[config.mk]
export PLATFORM = sky130hd
export DESIGN_NAME = uart_boot_loader
export DESIGN_NICKNAME = d
export VERILOG_FILES = /design/src/rtl/uart_boot_loader.sv
export SDC_FILE = /design/constraint.sdc
export NUM_CORES = 1
export LEC_CHECK = 0
export ABC_AREA = 1
export ABC_CLOCK_PERIOD_IN_PS = 3600
export CAP_MARGIN = 20
export CORE_MARGIN = 1
export CORE_UTILIZATION = 40
export DETAILED_ROUTE_END_ITERATION = 10
export GPL_TIMING_DRIVEN = 0
export PLACE_DENSITY = 0.64
export REMOVE_ABC_BUFFERS = 1
export SLEW_MARGIN = 20
export SYNTH_ARGS = -nofsm -noshare
export SYNTH_HDL_FRONTEND = slang
export SYNTH_SLANG_ARGS = --single-unit
[constraint.sdc]
create_clock -name clk -period 3.6 [get_ports clk]
set_input_delay 0.54 -clock clk [delete_from_list [all_inputs] [get_ports clk]]
set_output_delay 0.54 -clock clk [all_outputs]
set_load 0.01 [all_outputs]
[src/rtl/uart_boot_loader.sv]
// uart_boot_loader: parses a framed serial boot image and writes it to memory.
// Optional inter-byte timeout enabled by defining UARTBOOT_TIMEOUT_EN.
module uart_boot_loader #(
  parameter int FIFO_AW        = 4,
  parameter int TIMEOUT_CYCLES = 6250000
) (
  input  logic        clk,
  input  logic        rst,
  input  logic        enable,
  input  logic        rxnew,
  input  logic [7:0]  rxdata,
  output logic        mem_req,
  output logic [31:0] mem_a,
  output logic [31:0] mem_d,
  output logic        mem_we,
  input  logic        mem_ready,
  output logic        busy,
  output logic        done,
  output logic        go,
  output logic [31:0] boot_addr,
  output logic [1:0]  err_code
);

  typedef enum logic [3:0] {
    IDLE, SYNC0, SYNC1, ADDR, LEN,
    DATA, WRITE, CSUM, DONE, ERR
  } state_t;

  state_t state;

  logic [7:0]       fifo [0:(1<<FIFO_AW)-1];
  logic [FIFO_AW:0] wptr;
  logic [FIFO_AW:0] rptr;
  logic             empty;
  logic             full;
  logic             armed;
  logic             consume;
  logic             pop;
  logic             push;
  logic             ovf;
  logic             tmo_hit;
  logic [7:0]       head;

  logic [31:0] addr;
  logic [31:0] start;
  logic [31:0] word;
  logic [15:0] cnt;
  logic [1:0]  bcnt;
  logic [7:0]  csum;

  assign empty = (wptr == rptr);
  assign full  = (wptr[FIFO_AW] != rptr[FIFO_AW]) &&
                 (wptr[FIFO_AW-1:0] == rptr[FIFO_AW-1:0]);
  assign head  = fifo[rptr[FIFO_AW-1:0]];

  // the fifo only collects bytes once the loader has left IDLE
  assign armed   = enable && (state != IDLE);
  assign consume = state inside {SYNC0, SYNC1, ADDR, LEN,
                                 DATA, CSUM, DONE, ERR};
  assign pop  = armed && consume && !empty;
  assign push = armed && rxnew && (!full || pop);
  assign ovf  = armed && rxnew && full && !pop;

  assign mem_a  = addr;
  assign mem_d  = word;
  assign mem_we = mem_req;
  assign busy   = !(state inside {IDLE, SYNC0, DONE, ERR});

  // byte storage, written at the tail
  always_ff @(posedge clk) begin
    if (push) fifo[wptr[FIFO_AW-1:0]] <= rxdata;
  end

  // fifo pointers, flushed while idle or disarmed
  always_ff @(posedge clk) begin
    if (rst || !armed) begin
      wptr <= '0;
      rptr <= '0;
    end else begin
      if (push) wptr <= wptr + 1'b1;
      if (pop)  rptr <= rptr + 1'b1;
    end
  end

`ifdef UARTBOOT_TIMEOUT_EN
  localparam int TW = $clog2(TIMEOUT_CYCLES + 1);
  localparam logic [TW-1:0] TMO_LOAD = TW'(TIMEOUT_CYCLES - 1);

  logic [TW-1:0] tmo;
  logic          timed;

  assign timed   = state inside {ADDR, LEN, DATA, CSUM};
  assign tmo_hit = timed && empty && (tmo == '0);

  // inter-byte timer: reloads on each dequeue and outside timed states
  always_ff @(posedge clk) begin
    if (rst || !timed || pop) tmo <= TMO_LOAD;
    else if (empty && tmo != '0) tmo <= tmo - 1'b1;
  end
`else
  // without the timer the loader waits forever; this never fires
  assign tmo_hit = (TIMEOUT_CYCLES < 0);
`endif

  // frame parser, bus write master and sticky status
  always_ff @(posedge clk) begin
    if (rst) begin
      state     <= IDLE;
      addr      <= '0;
      start     <= '0;
      word      <= '0;
      cnt       <= '0;
      bcnt      <= '0;
      csum      <= '0;
      mem_req   <= 1'b0;
      done      <= 1'b0;
      go        <= 1'b0;
      boot_addr <= '0;
      err_code  <= '0;
    end else if (!enable) begin
      state   <= IDLE;
      mem_req <= 1'b0;
      go      <= 1'b0;
    end else begin
      go <= 1'b0;
      if (ovf) begin
        err_code <= 2'd2;
        mem_req  <= 1'b0;
        state    <= ERR;
      end else if (tmo_hit) begin
        err_code <= 2'd3;
        state    <= ERR;
      end else begin
        unique case (state)
          IDLE: begin
            done     <= 1'b0;
            err_code <= '0;
            state    <= SYNC0;
          end
          SYNC0: begin
            if (pop && head == 8'hA5) state <= SYNC1;
          end
          SYNC1: begin
            if (pop) begin
              if (head == 8'h5A) begin
                csum  <= '0;
                bcnt  <= '0;
                state <= ADDR;
              end else if (head != 8'hA5) begin
                state <= SYNC0;
              end
            end
          end
          ADDR: begin
            if (pop) begin
              csum <= csum + head;
              bcnt <= bcnt + 1'b1;
              if (bcnt == 2'd3) begin
                addr  <= {addr[23:0], head[7:2], 2'b00};
                start <= {addr[23:0], head[7:2], 2'b00};
                state <= LEN;
              end else begin
                addr <= {addr[23:0], head};
              end
            end
          end
          LEN: begin
            if (pop) begin
              csum <= csum + head;
              cnt  <= {cnt[7:0], head};
              if (bcnt == 2'd1) begin
                bcnt  <= '0;
                state <= ({cnt[7:0], head} == 16'd0) ? CSUM : DATA;
              end else begin
                bcnt <= bcnt + 1'b1;
              end
            end
          end
          DATA: begin
            if (pop) begin
              csum <= csum + head;
              word <= {word[23:0], head};
              bcnt <= bcnt + 1'b1;
              if (bcnt == 2'd3) begin
                mem_req <= 1'b1;
                state   <= WRITE;
              end
            end
          end
          WRITE: begin
            if (mem_ready) begin
              mem_req <= 1'b0;
              addr    <= addr + 32'd4;
              cnt     <= cnt - 16'd1;
              state   <= (cnt == 16'd1) ? CSUM : DATA;
            end
          end
          CSUM: begin
            if (pop) begin
              if (head == csum) begin
                done      <= 1'b1;
                go        <= 1'b1;
                boot_addr <= start;
                state     <= DONE;
              end else begin
                err_code <= 2'd1;
                state    <= ERR;
              end
            end
          end
          DONE, ERR: begin
            state <= state;
          end
          default: begin
            state <= IDLE;
          end
        endcase
      end
    end
  end

endmodule

==> After elaboration in Yosys (flattened, before gate mapping) <==
Memory sizes are Yosys's and may differ from the RTL's. A register that Yosys moved wholly into a read port is not among the register bits.
Cells that the tools add are included.
{ "word_totals": {"input_bits": 13, "elab_cells": 170, "ram_bits": 128, "n_memories": 1, "reg_bits": 169} }
{ "mem_list": {"columns": ["name", "words", "word_bits", "read_ports", "rd_ports_with_merged_regs", "wr", "line_no", "source"], "rows": [
  ["fifo", 16, 8, 1, 1, 1, "31", "logic [7:0] fifo [0:(1<<FIFO_AW)-1];"]
]} }
{ "classes": {"bitwise_logic": 5, "mux": 50, "n_eq_ne": 47, "n_reduce_logical": 46, "n_addsub": 6} }
{ "op_table": {"columns": ["op", "count"], "rows": [
  ["32-bit 2-to-1 mux", 2],
  ["32-bit one-hot mux with 2 select lines", 1],
  ["4-bit 2-to-1 mux", 15],
  ["4-bit one-hot mux with 9 select lines", 1],
  ["32-bit by 3-bit adder with 32-bit output, second input constant", 1],
  ["16-bit 2-to-1 mux", 2],
  ["16-bit one-hot mux with 2 select lines", 1],
  ["5-bit AND reduction", 5],
  ["8-bit 2-to-1 mux", 3],
  ["12-bit AND reduction", 2],
  ["2-bit 2-to-1 mux", 11],
  ["3-bit inequality test, second input constant", 7],
  ["16-bit by 1-bit equality test with 1-bit output, second input constant", 1],
  ["4-bit by 3-bit equality test with 1-bit output, second input constant", 4],
  ["16-bit logical NOT", 1],
  ["2-bit by 1-bit inequality test with 1-bit output, second input constant", 8],
  ["8-bit one-hot mux with 2 select lines", 1],
  ["16-bit by 1-bit subtractor with 16-bit output, second input constant", 1],
  ["2-bit inequality test, second input constant", 7],
  ["3-bit by 2-bit inequality test with 1-bit output, second input constant", 4],
  ["4-bit AND reduction", 3],
  ["5-bit by 1-bit adder with 5-bit output, second input constant", 2],
  ["2-bit nonzero test", 5],
  ["1-bit logical AND", 9],
  ["other kinds (32)", 57]
]} }

==> Depth between registers and ports, before layout <==
{ "depth": {"depth_word": 8, "ltp_mapped": 22} }

==> Worst setup path after synthesis <==
OpenSTA, ideal clock, no wires.
{ "synth_path": {"path_type": "register to register", "startpoint": "reg (tool-made name)", "endpoint": "reg csum[6]", "n_path_buf": 3, "setup_ns": 0.070, "setup_slack_ns": 0.978, "stages_incl_launch_ff": 23, "arrival_time_ns": 2.552, "cell_sequence": "dfxtp_1 > buf_4 > inv_4 > buf_6 > buf_6 > nand2_1 > nand2_1 > nand2_1 > nand3_1 > nand3_2 > nand2_1 > ha_1 > fa_1 > nand2_1 > inv_1 > nor2_1 > o21bai_1 > nand2_1 > nand2_1 > a21oi_1 > xnor2_1 > nand4_1 > a21oi_1"} }
{ "synth_lines": {"columns": ["item", "line_no", "source"], "rows": [
  ["end signal, assigned", "156", "csum <= csum + head;"],
  ["end signal, assigned", "169", "csum <= csum + head;"],
  ["end signal, assigned", "181", "csum <= csum + head;"],
  ["end, declared", "49", "logic [7:0] csum;"]
]} }

==> out/results.ini <==
[floorplanning]
die-area_mm2=0.03507
fp.dieW_um=187.3
rows=67
die_y_um=187.3
starting_density=0.4085
num_io_pins=116
core_area_mm2=0.03362

[logic_synthesis]
yosys-top-cells-area=sky130_fd_sc_hd__edfxtp_1 (28%), sky130_fd_sc_hd__dfxtp_1 (25%), sky130_fd_sc_hd__nand2_1 (8.1%)
synth.ff_latch_count=301
post_synth_and_or_nand_nor_area_fraction=0.2093
seq_area_frac_synth=0.5322
synthCells=1653
post_synth.cell_area_avg_um2=8.307
ys_warn_count=0
yosysUniqueCellTypes=51
synth.area.mux_share=0
synth_ff_type=sky130_fd_sc_hd__dfxtp_1
synth_xor_area_frac=0.02041
synthDominantAreaCellType=sky130_fd_sc_hd__edfxtp_1
synth_enable_flop_cells=128
synth_compound_area_frac=0.1426
synth_top_family_by_area=simple AND/OR/NAND/NOR gates
post_synth_fa_ha_maj_area_fraction=0.01786
synth_top_area_frac=0.2799
ys_async_sr_fraction=0
area_of_the_mapped_netlist_mm2=0.01373

[sta]
fin_crit_ps=3379
fin_crit_sh=0.9386
grt_setup_unrepaired=false
tightestPinTransition_ps=982.8
setup_viol=0
slew_violations=0
endpoints_failing_hold=0
finalHoldWorstSlack_ps=452.3
max_freq_mhz=296.0
final.setup.worst_slack_ps=221.1
timing.clock.skew_ps=12.99
slew-limit-headroom=0.3424

[cts]
clockBufferDepth=3
clock_buffers_created_by_tritoncts=31
ctsHtreeMaxLevel=1
cts_tree=yes
cts.root.buffer_cell=sky130_fd_sc_hd__clkbuf_16
ctsHoldBuffers=0
worst_setup_hold_path_clk_slew_ps=60
numClockSinks=301
insertion_delay_ps=570

[setup_path]
cp_cell_sequence=buf_16, inv_12, nand2_1, nand2_1, nand2_1, nand3_1, nand3_1, nand2_1, ha_1, fa_1, nand2_1, inv_1, nor2_1, o21bai_1, nand2_1, nand2_1, a21oi_1, xnor2_1, nand4_1, a21oi_1
timing.critical_path.arrival_ps=3870
slowest_stage=sky130_fd_sc_hd__dfxtp_4
crit_required_ps=4100
timing.setup.critical_path_class=flip-flop to flip-flop
end_kind=flip-flop
critPathLaunchType=flip-flop
critPathMaxFanout=57
maximum_single_stage_delay_on_the_critical_path_ps=460
worst_path_most_repeated_cell=sky130_fd_sc_hd__nand2_1

[final_layout]
final_core_utilization=0.4868
layout.nets=1766
layout-drive-gt1-share=0.07618
finish.cell_count_without_fillers=2207
layout-area-overhead-vs-synth_pct=19.18
antenna-diode-count=0
mostFrequentLayoutCells=sky130_fd_sc_hd__nand2_1 (294), sky130_fd_sc_hd__nor2_1 (203), sky130_fd_sc_hd__dfxtp_1 (170)
final_common_cell=sky130_fd_sc_hd__nand2_1

[min_path]
timing.hold.worst.class=flip-flop to flip-flop

[route]
drt.antenna.violating_nets=0
dr_total_vias=11501
aggregate_routed_wire_length_um=35140
residual_drc=0
initialDrtViolationCount=796
drt_pre_antenna_iters=5
routedWlPerCell_um=15.92
via_per_inst=5.211

[global_route]
grt_max_degree=67
globalRoute.totalOverflow=0
wire_length_of_the_first_global_routing_pass_um=54930
total_track_usage=0.1929
grt_pass1_vias=10335
grt_antenna_before_repair=0

[pwr]
max-vdd-ir-drop_uv=368.9
power.leakage_nw=6.221
p_total_mw=8.175
pwr_density_cell_mw_per_mm2=499.6

[run_status]
outcome=complete, no violations

[placement]
total_of_buffers_placed_on_input_and_output_ports=113
setup_slack_at_placement_ps=-746.5
post-place-cells=2139
final_weighted_congestion_in_routability_driven_placement=0.9001
dp_hpwl_um=22420

[run]
max-cap-violations=0

==> final timing paths <==
| check | slack, ps | to | from | depth (start not counted) |
|---|---|---|---|---|
| worst max-delay path | 220 | csum[6] | flip-flop | 20 |
| worst min-delay path | 450 | start[23] | start[23] | 2 |
| worst max register to register | 220 | csum[6] | flip-flop | 20 |
| worst min register to register | 450 | start[23] | start[23] | 2 |
==> metal layers <==
| layer | vias to the layer above | share of wire | global-route usage |
|---|---|---|---|
| met5 | - | 0 | 0 |
| met2 | 347 | 0.46 | 0.3118 |
| met3 | 61 | 0.058 | 0.02570 |
| met4 | 0 | 0.022 | 0.05801 |
| met1 | 5406 | 0.46 | 0.2684 |
| li1 | 5687 | - | - |
==> per-stage QoR <==
stage / area [µm²] / setup TNS (ps)
after global routing: 16360 / 0
after CTS: 16260 / 0
after global placement: 15000 / -293660
after detailed placement: 15170 / -25100
final: 16360 / 0
after floorplan: 13310 / -36340
==> critical path, delay by kind of cell, from the launching register on <==
family                     cells  cell delay, ps
DFF                            1             460
AOI/OAI and AO/OA              3             400
and+or+nand+nor               11            1190
buffers and inverters          3             390
xor gates and xnor gates       1             140
adders and majority gates      2             660
==> power by group <==
group          total (mW)  internal (mW)  switching, mW
sequential           3.75           3.64          0.100
combinational        1.27          0.418          0.852
clock                3.16           1.81           1.35
total                8.18           5.88           2.30
==> state kept, by name, indices dropped and copies added (netlist names), 2 cells and up, named ones only <==
name,flops
cnt,16
mem_a,32
mem_d,32
err_code,2
state,4
boot_addr,30
start,30
csum,8
bcnt,2
fifo,128
rptr,5
wptr,5
==> layout make-up <==
| cell class | count | area, µm² |
|---|---|---|
| clock buffers | 39 | 845.8 |
| clock inverters | 19 | 168.9 |
| fillers | 3146 | 17250 |
| inverters | 168 | 661.9 |
| multi-input cells | 1103 | 5404 |
| flip-flops and latches | 301 | 7316 |
| well taps | 448 | 560.5 |
| repair buffers | 129 | 1408 |
==> timing repair <==
item	CTS	global route
pin swaps	1	2
buffers inserted	3	4
cloned	1	2
endpoints found under the setup margin	52	44
resized for setup	7	6
==> cell usage after synthesis, drive strengths merged, types with 2 or more instances <==
cell and n:
nand2 307, ha 18, a31oi 17, nor4 5, nor3 27, xor2 16, inv 167, or2 2
nand3 106, a211oi 2, a21oi 151, nand4 11, nor2 214, dfxtp 173, o21a 2, o21ai 188
xnor2 16, clkbuf 36, buf 47, o211ai 7, edfxtp 128
==> cell families after synthesis <==
| group | Yosys count |
|---|---|
| AND/OR/NAND/NOR | 677 |
| AO/OA/AOI/OAI | 372 |
| flip-flops | 301 |
| buffers and inverters | 251 |
| XOR/XNOR | 32 |
| adder cells (fa/ha/maj) | 19 |
| other | 1 |
No activity file was read; power rests on OpenSTA's default activity.
